<file path="src/rtl/fifo_2_if.sv">
// Producer/consumer-side signal bundle for fifo_2.
// The master modport faces the FIFO user; the slave modport is the FIFO itself.
interface fifo_2_if #(
  parameter int unsigned DATA_WIDTH = 8,
  parameter int unsigned PTR_WIDTH  = 3
);
  logic                  write;
  logic                  read;
  logic [DATA_WIDTH-1:0] write_data;
  logic [DATA_WIDTH-1:0] read_data;
  logic                  empty;
  logic                  full;
  logic                  almost_full;
  logic                  almost_empty;
  logic [PTR_WIDTH:0]    count;
  logic                  overflow;
  logic                  underflow;

  modport master (
    output write, read, write_data,
    input  read_data, empty, full, almost_full, almost_empty, count, overflow, underflow
  );

  modport slave (
    input  write, read, write_data,
    output read_data, empty, full, almost_full, almost_empty, count, overflow, underflow
  );
endinterface

</file>
<file path="src/rtl/fifo_2.sv">
// Parametrised single-clock FIFO with occupancy count, almost flags and error pulses.
// Define FIFO_2_FWFT_EN for first-word fall-through; otherwise read_data is registered.
module fifo_2 #(
  parameter int unsigned DATA_WIDTH       = 8,
  parameter int unsigned PTR_WIDTH        = 3,
  parameter int unsigned ALMOST_FULL_LVL  = 6,
  parameter int unsigned ALMOST_EMPTY_LVL = 2
) (
  input  logic     clk,
  input  logic     rst,
  fifo_2_if.slave  bus
);
  localparam int unsigned DEPTH = 2 ** PTR_WIDTH;
  localparam logic [PTR_WIDTH:0] DEPTH_CNT = (PTR_WIDTH + 1)'(DEPTH);
  localparam logic [PTR_WIDTH:0] AF_LVL    = (PTR_WIDTH + 1)'(ALMOST_FULL_LVL);
  localparam logic [PTR_WIDTH:0] AE_LVL    = (PTR_WIDTH + 1)'(ALMOST_EMPTY_LVL);
  localparam logic [PTR_WIDTH:0] PTR_ONE   = (PTR_WIDTH + 1)'(1);

  if (ALMOST_FULL_LVL > DEPTH) begin : g_af_lvl_check
    $error("fifo_2: ALMOST_FULL_LVL must be <= DEPTH");
  end
  if (ALMOST_EMPTY_LVL >= DEPTH) begin : g_ae_lvl_check
    $error("fifo_2: ALMOST_EMPTY_LVL must be < DEPTH");
  end

  logic [DATA_WIDTH-1:0] mem [DEPTH];

  logic [PTR_WIDTH:0] wr_ptr_q, wr_ptr_d;
  logic [PTR_WIDTH:0] rd_ptr_q, rd_ptr_d;
  logic [PTR_WIDTH:0] count_q, count_d;
  logic               empty_q, empty_d;
  logic               full_q, full_d;
  logic               almost_full_q, almost_full_d;
  logic               almost_empty_q, almost_empty_d;
  logic               overflow_q, overflow_d;
  logic               underflow_q, underflow_d;
  logic               wr_acc, rd_acc;
  logic [PTR_WIDTH-1:0] wr_addr, rd_addr;

  assign wr_addr = wr_ptr_q[PTR_WIDTH-1:0];
  assign rd_addr = rd_ptr_q[PTR_WIDTH-1:0];

  always_comb begin
    // A read in the same cycle frees a slot, so a write at full still lands.
    wr_acc   = bus.write & (~full_q | bus.read);
    rd_acc   = bus.read & ~empty_q;
    wr_ptr_d = wr_acc ? wr_ptr_q + PTR_ONE : wr_ptr_q;
    rd_ptr_d = rd_acc ? rd_ptr_q + PTR_ONE : rd_ptr_q;
    // Extra wrap bit makes the modular difference the true occupancy.
    count_d        = wr_ptr_d - rd_ptr_d;
    empty_d        = (count_d == '0);
    full_d         = (count_d == DEPTH_CNT);
    almost_full_d  = (count_d >= AF_LVL);
    almost_empty_d = (count_d <= AE_LVL);
    overflow_d     = bus.write & full_q & ~bus.read;
    underflow_d    = bus.read & empty_q;
  end

  always_ff @(posedge clk or posedge rst) begin
    if (rst) begin
      wr_ptr_q       <= '0;
      rd_ptr_q       <= '0;
      count_q        <= '0;
      empty_q        <= 1'b1;
      full_q         <= 1'b0;
      almost_full_q  <= 1'b0;
      almost_empty_q <= 1'b1;
      overflow_q     <= 1'b0;
      underflow_q    <= 1'b0;
    end else begin
      wr_ptr_q       <= wr_ptr_d;
      rd_ptr_q       <= rd_ptr_d;
      count_q        <= count_d;
      empty_q        <= empty_d;
      full_q         <= full_d;
      almost_full_q  <= almost_full_d;
      almost_empty_q <= almost_empty_d;
      overflow_q     <= overflow_d;
      underflow_q    <= underflow_d;
    end
  end

  // Storage is deliberately not reset.
  always_ff @(posedge clk) begin
    if (wr_acc) begin
      mem[wr_addr] <= bus.write_data;
    end
  end

`ifdef FIFO_2_FWFT_EN
  assign bus.read_data = mem[rd_addr];
`else
  logic [DATA_WIDTH-1:0] read_data_q;

  always_ff @(posedge clk or posedge rst) begin
    if (rst) begin
      read_data_q <= '0;
    end else if (rd_acc) begin
      read_data_q <= mem[rd_addr];
    end
  end

  assign bus.read_data = read_data_q;
`endif

  assign bus.count        = count_q;
  assign bus.empty        = empty_q;
  assign bus.full         = full_q;
  assign bus.almost_full  = almost_full_q;
  assign bus.almost_empty = almost_empty_q;
  assign bus.overflow     = overflow_q;
  assign bus.underflow    = underflow_q;
endmodule
</file>
<file path="src/flat_wrapper.sv">
// flat-port wrapper written by rule: the top's interface ports become plain ports
module fifo_2_flat 
#(
  parameter int unsigned DATA_WIDTH       = 8,
  parameter int unsigned PTR_WIDTH        = 3,
  parameter int unsigned ALMOST_FULL_LVL  = 6,
  parameter int unsigned ALMOST_EMPTY_LVL = 2
)
  (clk, rst, bus_write, bus_read, bus_write_data, bus_read_data, bus_empty, bus_full, bus_almost_full, bus_almost_empty, bus_count, bus_overflow, bus_underflow);
  fifo_2_if #(.DATA_WIDTH(DATA_WIDTH), .PTR_WIDTH(PTR_WIDTH)) bus_i ();
  input  logic clk;
  input  logic rst;
  input wire logic [$bits(bus_i.write)-1:0] bus_write;
  input wire logic [$bits(bus_i.read)-1:0] bus_read;
  input wire logic [$bits(bus_i.write_data)-1:0] bus_write_data;
  output wire logic [$bits(bus_i.read_data)-1:0] bus_read_data;
  output wire logic [$bits(bus_i.empty)-1:0] bus_empty;
  output wire logic [$bits(bus_i.full)-1:0] bus_full;
  output wire logic [$bits(bus_i.almost_full)-1:0] bus_almost_full;
  output wire logic [$bits(bus_i.almost_empty)-1:0] bus_almost_empty;
  output wire logic [$bits(bus_i.count)-1:0] bus_count;
  output wire logic [$bits(bus_i.overflow)-1:0] bus_overflow;
  output wire logic [$bits(bus_i.underflow)-1:0] bus_underflow;
  assign bus_i.write = bus_write;
  assign bus_i.read = bus_read;
  assign bus_i.write_data = bus_write_data;
  assign bus_read_data = bus_i.read_data;
  assign bus_empty = bus_i.empty;
  assign bus_full = bus_i.full;
  assign bus_almost_full = bus_i.almost_full;
  assign bus_almost_empty = bus_i.almost_empty;
  assign bus_count = bus_i.count;
  assign bus_overflow = bus_i.overflow;
  assign bus_underflow = bus_i.underflow;
  fifo_2 #(.DATA_WIDTH(DATA_WIDTH), .PTR_WIDTH(PTR_WIDTH), .ALMOST_FULL_LVL(ALMOST_FULL_LVL), .ALMOST_EMPTY_LVL(ALMOST_EMPTY_LVL)) u_core (.clk(clk), .rst(rst), .bus(bus_i));
endmodule
</file>
<file path="config.mk">
export PLATFORM = sky130hd
export DESIGN_NAME = fifo_2_flat
export DESIGN_NICKNAME = d
export VERILOG_FILES = /design/src/rtl/fifo_2_if.sv /design/src/rtl/fifo_2.sv /design/src/flat_wrapper.sv
export SDC_FILE = /design/constraint.sdc
export NUM_CORES = 1
export LEC_CHECK = 0
export ABC_AREA = 1
export CAP_MARGIN = 20
export CELL_PAD_IN_SITES_DETAIL_PLACEMENT = 1
export CELL_PAD_IN_SITES_GLOBAL_PLACEMENT = 2
export CORE_AREA = 3 3 102 104
export DETAILED_ROUTE_END_ITERATION = 10
export DIE_AREA = 0 0 105 107
export HOLD_SLACK_MARGIN = 0.02
export PLACE_DENSITY = 0.85
export SKIP_LAST_GASP = 1
export SYNTH_ARGS = -nofsm -noshare
export SYNTH_HDL_FRONTEND = slang
export SYNTH_SLANG_ARGS = --single-unit
</file>
<file path="constraint.sdc">
create_clock -name clk -period 2.95 [get_ports clk]
set_input_delay 0.885 -clock clk [delete_from_list [all_inputs] [get_ports clk]]
set_output_delay 0.885 -clock clk [all_outputs]
set_load 0.1 [all_outputs]
</file>
### After elaboration in Yosys (flattened, before gate mapping)

Memories as Yosys holds them, arrays and structs flattened. A register that Yosys moved wholly into a read port is not among the register bits.
Cells that the tools add are included.
Widths: inputs -> output; s select.

* input port bits: 12
* memories kept: 1
* output and inout bits: 18
* memory bits (writable): 64
* register bits: 18
* word-level logic and storage cells: 30

* order comparisons: 2
* bitwise gates (word level): 9
* add/sub/neg operators: 3
* eq/ne operators: 1
* reductions and logical operators: 1
* multiplexer cells: 4

Memories
* u_core.mem: words 8, bits a word 8, rd ports 1, clocked after Yosys merged registers in 1, write ports 1, line fifo_2.sv:26 `logic [DATA_WIDTH-1:0] mem [DEPTH];`

Operator list (number)
* $add 4x1->4 const B: 2
* $mux 4: 2
* $and 1x1->1: 5
* $eq 4x4->1 const B: 1
* $ge 4x3->1 const B: 1
* $le 4x2->1 const B: 1
* $logic_not 4->1: 1
* $sub 4x4->4: 1
* $not 1->1: 3
* $mux 1: 2
* $or 1x1->1: 1

### Logic depth before layout (Yosys ltp)

Gate-level depths: netlist of run 1.

* word-level depth: 6
* depth in mapped cells: 15
* depth with buffers taken out: 14

### Worst setup path before layout of run 1

No wires, ideal clock.

* path kind: input to register
* start: input bus_read
* end: register u_core.full_q (netlist: u_core.bus.full)
* path slack: 0.250 ns
* stages: 15
* buffers on the path: 1
* arrival time: 2.583 ns
* required time: 2.833 ns
* cells stage by stage: inv_2 -> nor2_4 -> inv_1 -> clkbuf_1 -> nand2_1 -> nand2_1 -> inv_1 -> ha_1 -> inv_1 -> fa_1 -> or2_2 -> nand2_1 -> inv_1 -> nand3_1 -> nor2_1

RTL lines
* start, declared: line flat_wrapper.sv:14 `input wire logic [$bits(bus_i.read)-1:0] bus_read;`
* $and 1x1->1: line fifo_2.sv:46 `rd_acc = bus.read & ~empty_q;`
* $mux 4: line fifo_2.sv:48 `rd_ptr_d = rd_acc ? rd_ptr_q + PTR_ONE : rd_ptr_q;`
* net u_core.rd_ptr_d[0]: line fifo_2.sv:29 `logic [PTR_WIDTH:0] rd_ptr_q, rd_ptr_d;`
* $sub 4x4->4: line fifo_2.sv:50 `count_d = wr_ptr_d - rd_ptr_d;`
* net u_core.count_d[2]: line fifo_2.sv:30 `logic [PTR_WIDTH:0] count_q, count_d;`
* $eq 4x4->1: line fifo_2.sv:52 `full_d = (count_d == DEPTH_CNT);`
* net u_core.full_d: line fifo_2.sv:32 `logic full_q, full_d;`
* end signal, assigned: line fifo_2.sv:75 `full_q <= full_d;`
* end, declared: line fifo_2.sv:32

The timed path passes the listed nets, and every way through them passes these cells.

### Worst setup path after layout of run 1

* start: input bus_write
* end: register u_core.empty_q (netlist: u_core.bus.empty)

* longest elaborated chain between the ends: 4

RTL lines
* start, declared: line flat_wrapper.sv:13 `input wire logic [$bits(bus_i.write)-1:0] bus_write;`
* $and 1x1->1: line fifo_2.sv:45 `wr_acc = bus.write & (~full_q | bus.read);`
* $mux 4: line fifo_2.sv:47 `wr_ptr_d = wr_acc ? wr_ptr_q + PTR_ONE : wr_ptr_q;`
* net u_core.wr_ptr_d[0]: line fifo_2.sv:28 `logic [PTR_WIDTH:0] wr_ptr_q, wr_ptr_d;`
* $sub 4x4->4: line fifo_2.sv:50
* net u_core.count_d[1]: line fifo_2.sv:30
* $logic_not 4->1: line fifo_2.sv:51 `empty_d = (count_d == '0);`
* net u_core.empty_d: line fifo_2.sv:31 `logic empty_q, empty_d;`
* end signal, assigned: line fifo_2.sv:74 `empty_q <= empty_d;`
* end, declared: line fifo_2.sv:31

The timed path passes the listed nets, and every way through them passes these cells.

==> results of run 1 <==
-- power by group --
part	leakage [nW]	internal (mW)	switching, mW
sequential	0.892	1.64	0.112
combinational	0.797	0.778	1.89
clock	0.104	0.421	0.437
total	1.79	2.84	2.44
-- worst min-delay path, cell delays in order, from the launching register on --
cell and delay [ns]:
dfrtp_1 0.35, nand2_1 0.05, nand2_1 0.05
-- cell usage after synthesis (all sizes together) --
cell	number	area share, %
inv	26	2.7
o21ai	37	5.0
ha	5	1.7
clkbuf	5	0.51
dfrtp	24	16
xor2	2	0.48
clkinv	1	0.10
o211ai	16	3.3
nand2	49	5.2
nand3	8	1.2
nor2	52	5.7
or2	1	0.17
o22ai	8	1.4
dfstp	2	1.4
nor3	5	0.68
edfxtp	64	52
a31oi	1	0.17
a21oi	1	0.24
o21bai	1	0.20
fa	1	0.54
buf	6	0.78
-- state kept, by name, indices dropped and copies added (netlist names), named ones only --
name,flops
u_core.bus.overflow,1
u_core.bus.almost_full,1
u_core.wr_ptr_q,4
u_core.rd_ptr_q,3
u_core.bus.read_data,8
u_core.bus.full,1
u_core.bus.count,4
u_core.mem,64
u_core.bus.empty,1
u_core.bus.almost_empty,1
u_core.bus.underflow,1
-- through the flow --
step	std cells	utilization, %	hold WS [ns]	setup TNS [ns]	cell area, um^2
after floorplan	315	-	0.519	0	3680
after global placement	494	44.1	0.464	-1.07	4250
after detailed placement	494	44.1	0.468	-2.10	4250
after CTS	510	46.3	0.492	0	4460
after global routing	511	47.0	0.521	0	4530
final	511	47.0	0.485	0	4530
-- how the worst min path moves through the flow --
stage | to | cells past startpoint
3_3_place_gp | u_core.bus.read_data[4] | 2
5_1_grt | u_core.bus.read_data[3] | 2
4_1_cts | u_core.bus.read_data[3] | 2
2_1_floorplan | u_core.wr_ptr_q[0] | 2
6_report | u_core.bus.read_data[3] | 2
3_5_place_dp | u_core.bus.read_data[3] | 2
-- timing repair --
action | 4_1_cts | 5_1_grt
hold buffers | 0 | 0
buffers inserted | 0 | 1
resized for setup | 1 | 15
endpoints found under the setup margin | 4 | 5
pin swaps | 0 | 1
-- logic make-up (layout without fill, tap and decap cells) --
kind of cell | count (synthesis) | in the layout | synth area share (%)
xor+xnor | 2 | 2 | 0.476
compound gates | 64 | 64 | 10.3
buf+inv | 38 | 101 | 4.05
simple gates | 115 | 115 | 13.0
fa+ha+maj | 6 | 6 | 2.24
flops | 90 | 90 | 70.0
-- per-layer routing --
metal / GRT usage [%] / up-vias / wire (um)
met2: 28.6 / 26 / 4450
met4: 6.00 / 0 / 112
met1: 22.2 / 1310 / 4230
met5: 0 / - / 0
met3: 3.01 / 11 / 153
li1: - / 1206 / -
-- final cells by class --
| type | count | area, um^2 | area share [%] |
|---|---|---|---|
| Clock buffer | 11 | 141 | 3.12 |
| Clock inverter | 5 | 61.3 | 1.35 |
| Inverter | 27 | 101 | 2.24 |
| Multi-Input combinational cell | 187 | 1020 | 22.5 |
| Sequential cell | 90 | 2570 | 56.8 |
| Tap cell | 133 | 166 | 3.67 |
| Timing Repair Buffer | 58 | 465 | 10.3 |
==> impl_metrics.ini, run 1 <==
[setup_path]
r2r_end = u_core.bus.empty
crit_arrival_ns = 3.06
cp_slowest_cell = fa_2
worstSetupEndpointType = register
cp_top_family = buffers and inverters
crit_path_start_kind = input port
timing.critical_path.cells = clkdlybuf4s50_1 > inv_1 > a21oi_4 > nand2_1 > nand2_1 > inv_1 > ha_1 > inv_1 > fa_2 > inv_1 > nand3_1 > nor2_1
critPathBufInv = 5
rrSetupSlack_ns = 0.78
r2r_start = u_core.bus.full
crit_required_ns = 3.24
crit_end = u_core.bus.empty
rr_worst_depth = 10
cp-startpoint = bus_write
cp_max_fo = 5
cpMostUsedCell = inv_1
crit_type = in -> reg
crit_cells = 12
cpPeakStageDelay_ns = 0.50

[final_layout]
final_cell_mix = edfxtp_1 (64), nor2_1 (47), buf_4 (47)
n_fill_cell = 1047
areaGrowthSynthToFinish_pct = 23.1
diodes = 0
final_common_cell = edfxtp_1
layout-drive-gt1-share_pct = 23.3
finalNetCount = 391

[logic_synthesis]
seq_area_frac_synth_pct = 70.0
syn_avg_cell_area_um2 = 11.7
ys_warn_count = 0
netlist-cell-type-count = 28
syn_inst = 315
ys_seq_elements = 90
syn-num-nets = 333
syn_area_um2 = 3680

[placed_design]
numPortBuffers = 29
dpl_worst_slack_ns = -0.411
gp_congestion = 0.757
hpwlAfterDp_mm = 5.88

[global_routing]
grt_pass1_wl_mm = 14.4
grt_max_degree = 33
antenna_found_initial = 0
grt_overflow = 0
grt_pass1_vias = 2723
gr-usage-all-layers_pct = 17.0

[floorplanning]
row_count = 36
design.die.area_um2 = 11200
die_w_um = 105
die_h_um = 107
start_util_pct = 38.2
io_pins = 30
fp.coreArea_um2 = 9640

[clocking]
clock_path_buffers = 2
path_clk_slew_ns = 0.09
h-tree-depth = 3
cts.sinks = 90
ctsRootBufferMaster = clkbuf_8
insertion_delay_ns = 0.37
cts_tree = done
cts_buffers = 9

[detailed_routing]
drt_iter0_markers = 115
drt_wl_total_mm = 8.95
drc = 0
drtPass1Iterations = 4
postRouteAntennaNets = 0
viasPerCell = 5.00
num_vias = 2553
routedWlPerCell_um = 17.5

[sta]
fin_skew_ns = 0.0134
rsz0062_at_grt = false
worst_pin_slew_ns = 0.349
setup_slack_ns = 0.178
min_period_over_period_pct = 94.0
final.min_clock_period_ns = 2.77
hold_viol = 0
setup_viol = 0
max_freq_ghz = 0.361
drv_slew = 0
maxSlewHeadroom_pct = 76.7

[min_path]
min-delay-start = u_core.bus.read_data[3]
hold_path.class = reg -> reg

[power]
ir_drop_mv = 0.654
power_density_nw_per_um2 = 1160
leakagePower_nw = 1.79
total_power_mw = 5.28

[job]
drv_cap = 0

[run_status]
status = complete, no violations
Power figures use the tool's default switching activity.
==> run 2: changes to the inputs <==
- CORE_AREA: 3 3 102 104 -> 3 3 113 93
- DIE_AREA: 0 0 105 107 -> 0 0 116 96
- PLACE_DENSITY: 0.85 -> 0.86
==> run 2 against run 1 <==
Net effect: via count shrank 0.12%; utilization rose by 0.39 points; global-route usage hardly changed; sequential power hardly changed; combinational power shrank 9.4%; critical path depth increased by 2; sequential cell count unchanged; clock skew is 0.0049 ns lower; non-clock buffer count is 5 lower; count of clock-buffer cells in the layout shrank 1; setup slack improved by 0.016 ns; first-iteration DRC count rose by 17%; critical endpoint is now u_core.bus.almost_empty.
==> impl_metrics.ini, run 2 (same netlist as run 1, synthesis figures left out) <==
[sta]
maxSlewHeadroom_pct = 64.9
finalHoldWorstSlack_ns = 0.482
tns_ns = 0
hold_viol = 0
worst_pin_slew_ns = 0.522
final.min_clock_period_ns = 2.76
setup_viol = 0
drv_slew = 0
min_period_over_period_pct = 93.4
rsz0062_at_grt = true
max_freq_ghz = 0.363
fin_skew_ns = 0.00849
setup_slack_ns = 0.194

[detailed_routing]
drc = 0
viasPerCell = 5.18
wl_met1_mm = 4.20
top_layer_used = met4
wl_met3_um = 283
drtPass1Iterations = 4
drt_iter0_markers = 135
routedWlPerCell_um = 17.9
num_vias = 2550
postRouteAntennaNets = 0
drt_wl_total_mm = 8.79
wl_met2_mm = 4.12

[clocking]
post_cts_resized = 0
hold_buffers = 0
clock_path_buffers = 2
cts.sinks = 90
insertion_delay_ns = 0.34
cts_buffers = 9
cts_tree = done
h-tree-depth = 3
path_clk_slew_ns = 0.07
ctsRootBufferMaster = clkbuf_16
post-cts-setup-buffer-count = 0

[setup_path]
cp_top_family = buffers and inverters
cp_slowest_cell = clkdlybuf4s50_1
worstSetupEndpointType = register
crit_arrival_ns = 3.03
crit_required_ns = 3.22
cp_max_fo = 3
timing.critical_path.cells = clkdlybuf4s50_1 > inv_2 > nor2_4 > nand2_1 > xor2_1 > inv_1 > ha_1 > nand2_1 > nand2_1 > a31oi_1 > inv_1 > nand3_1 > nand2_2 > nor2_1
cpPeakStageDelay_ns = 0.49
crit_path_start_kind = input port
critPathBufInv = 4
crit_type = in -> reg
cpMostUsedCell = nand2_1

[global_routing]
grt_max_degree = 33
gr-usage-all-layers_pct = 17.0
antenna_found_initial = 0
grt_pass1_wl_mm = 14.0
grt_pass1_vias = 2695
grt_overflow = 0

[final_layout]
finalNetCount = 386
areaGrowthSynthToFinish_pct = 22.7
final_common_cell = edfxtp_1
diodes = 0
final_cell_mix = edfxtp_1 (64), nor2_1 (48), nand2_1 (46)
largest_reg_flops = 64
instances_no_fill = 492
top_register = u_core.mem
layout-drive-gt1-share_pct = 19.6

[floorplanning]
die_h_um = 96
die_w_um = 116
design.die.area_um2 = 11100
row_count = 32
fp.coreArea_um2 = 9530
start_util_pct = 38.6
io_pins = 30

[placed_design]
dpl_worst_slack_ns = -0.247
place_inst = 476
numPortBuffers = 29
gp_congestion = 0.745
hpwlAfterDp_mm = 5.80

[min_path]
hold_path.class = reg -> reg

[power]
leakagePower_nw = 1.80
ir_drop_mv = 0.881
power_density_nw_per_um2 = 1180

[job]
drv_cap = 0

[run_status]
status = complete, no violations
[run 2: final cells by class]
cell class / count / area (um^2)
Timing Repair Buffer: 53 / 425
Clock inverter: 6 / 72.6
Fill cell: 1008 / 5010
Clock buffer: 10 / 229
Multi-Input combinational cell: 187 / 963
Tap cell: 119 / 149
Sequential cell: 90 / 2570
Inverter: 27 / 101
[run 2: worst paths after layout]
kind / startpoint / to / slack (ns) / cells past startpoint
worst max-delay path: bus_read / u_core.bus.almost_empty / 0.19 / 14
worst max register to register: u_core.bus.empty / u_core.bus.full / 0.75 / 12
worst min-delay path: u_core.bus.read_data[6] / u_core.bus.read_data[6] / 0.48 / 2
worst min register to register: u_core.bus.read_data[6] / u_core.bus.read_data[6] / 0.48 / 2
min in group asynchronous: rst / u_core.bus.read_data[6] / 0.91 / 3
max in group asynchronous: rst / u_core.bus.almost_empty / 1.73 / 3
[run 2: metrics by stage]
stage	total power [mW]	util [%]	cell area, um^2
after floorplan	3.51	-	3680
after global placement	4.11	44.1	4210
after detailed placement	4.20	44.1	4210
after CTS	5.38	47.3	4510
after global routing	5.65	47.4	4520
final	5.33	47.4	4520
[run 2: layer usage]
| layer | global-route usage, % | up-vias |
|---|---|---|
| met5 | 0 | - |
| met4 | 6.38 | 0 |
| met3 | 4.27 | 17 |
| met2 | 27.1 | 43 |
| met1 | 22.6 | 1294 |
| li1 | - | 1196 |
[run 2: worst min-delay path: cells and delay by family (launching register included)]
kind	cells	cell delay (ns)
AND/OR/NAND/NOR	2	0.10
flip-flops	1	0.35
[run 2: report_power, final]
part	leakage, nW	switching [mW]	internal, mW	total [mW]
clock	0.144	0.485	0.667	1.15
combinational	0.760	1.78	0.644	2.42
sequential	0.892	0.112	1.64	1.75
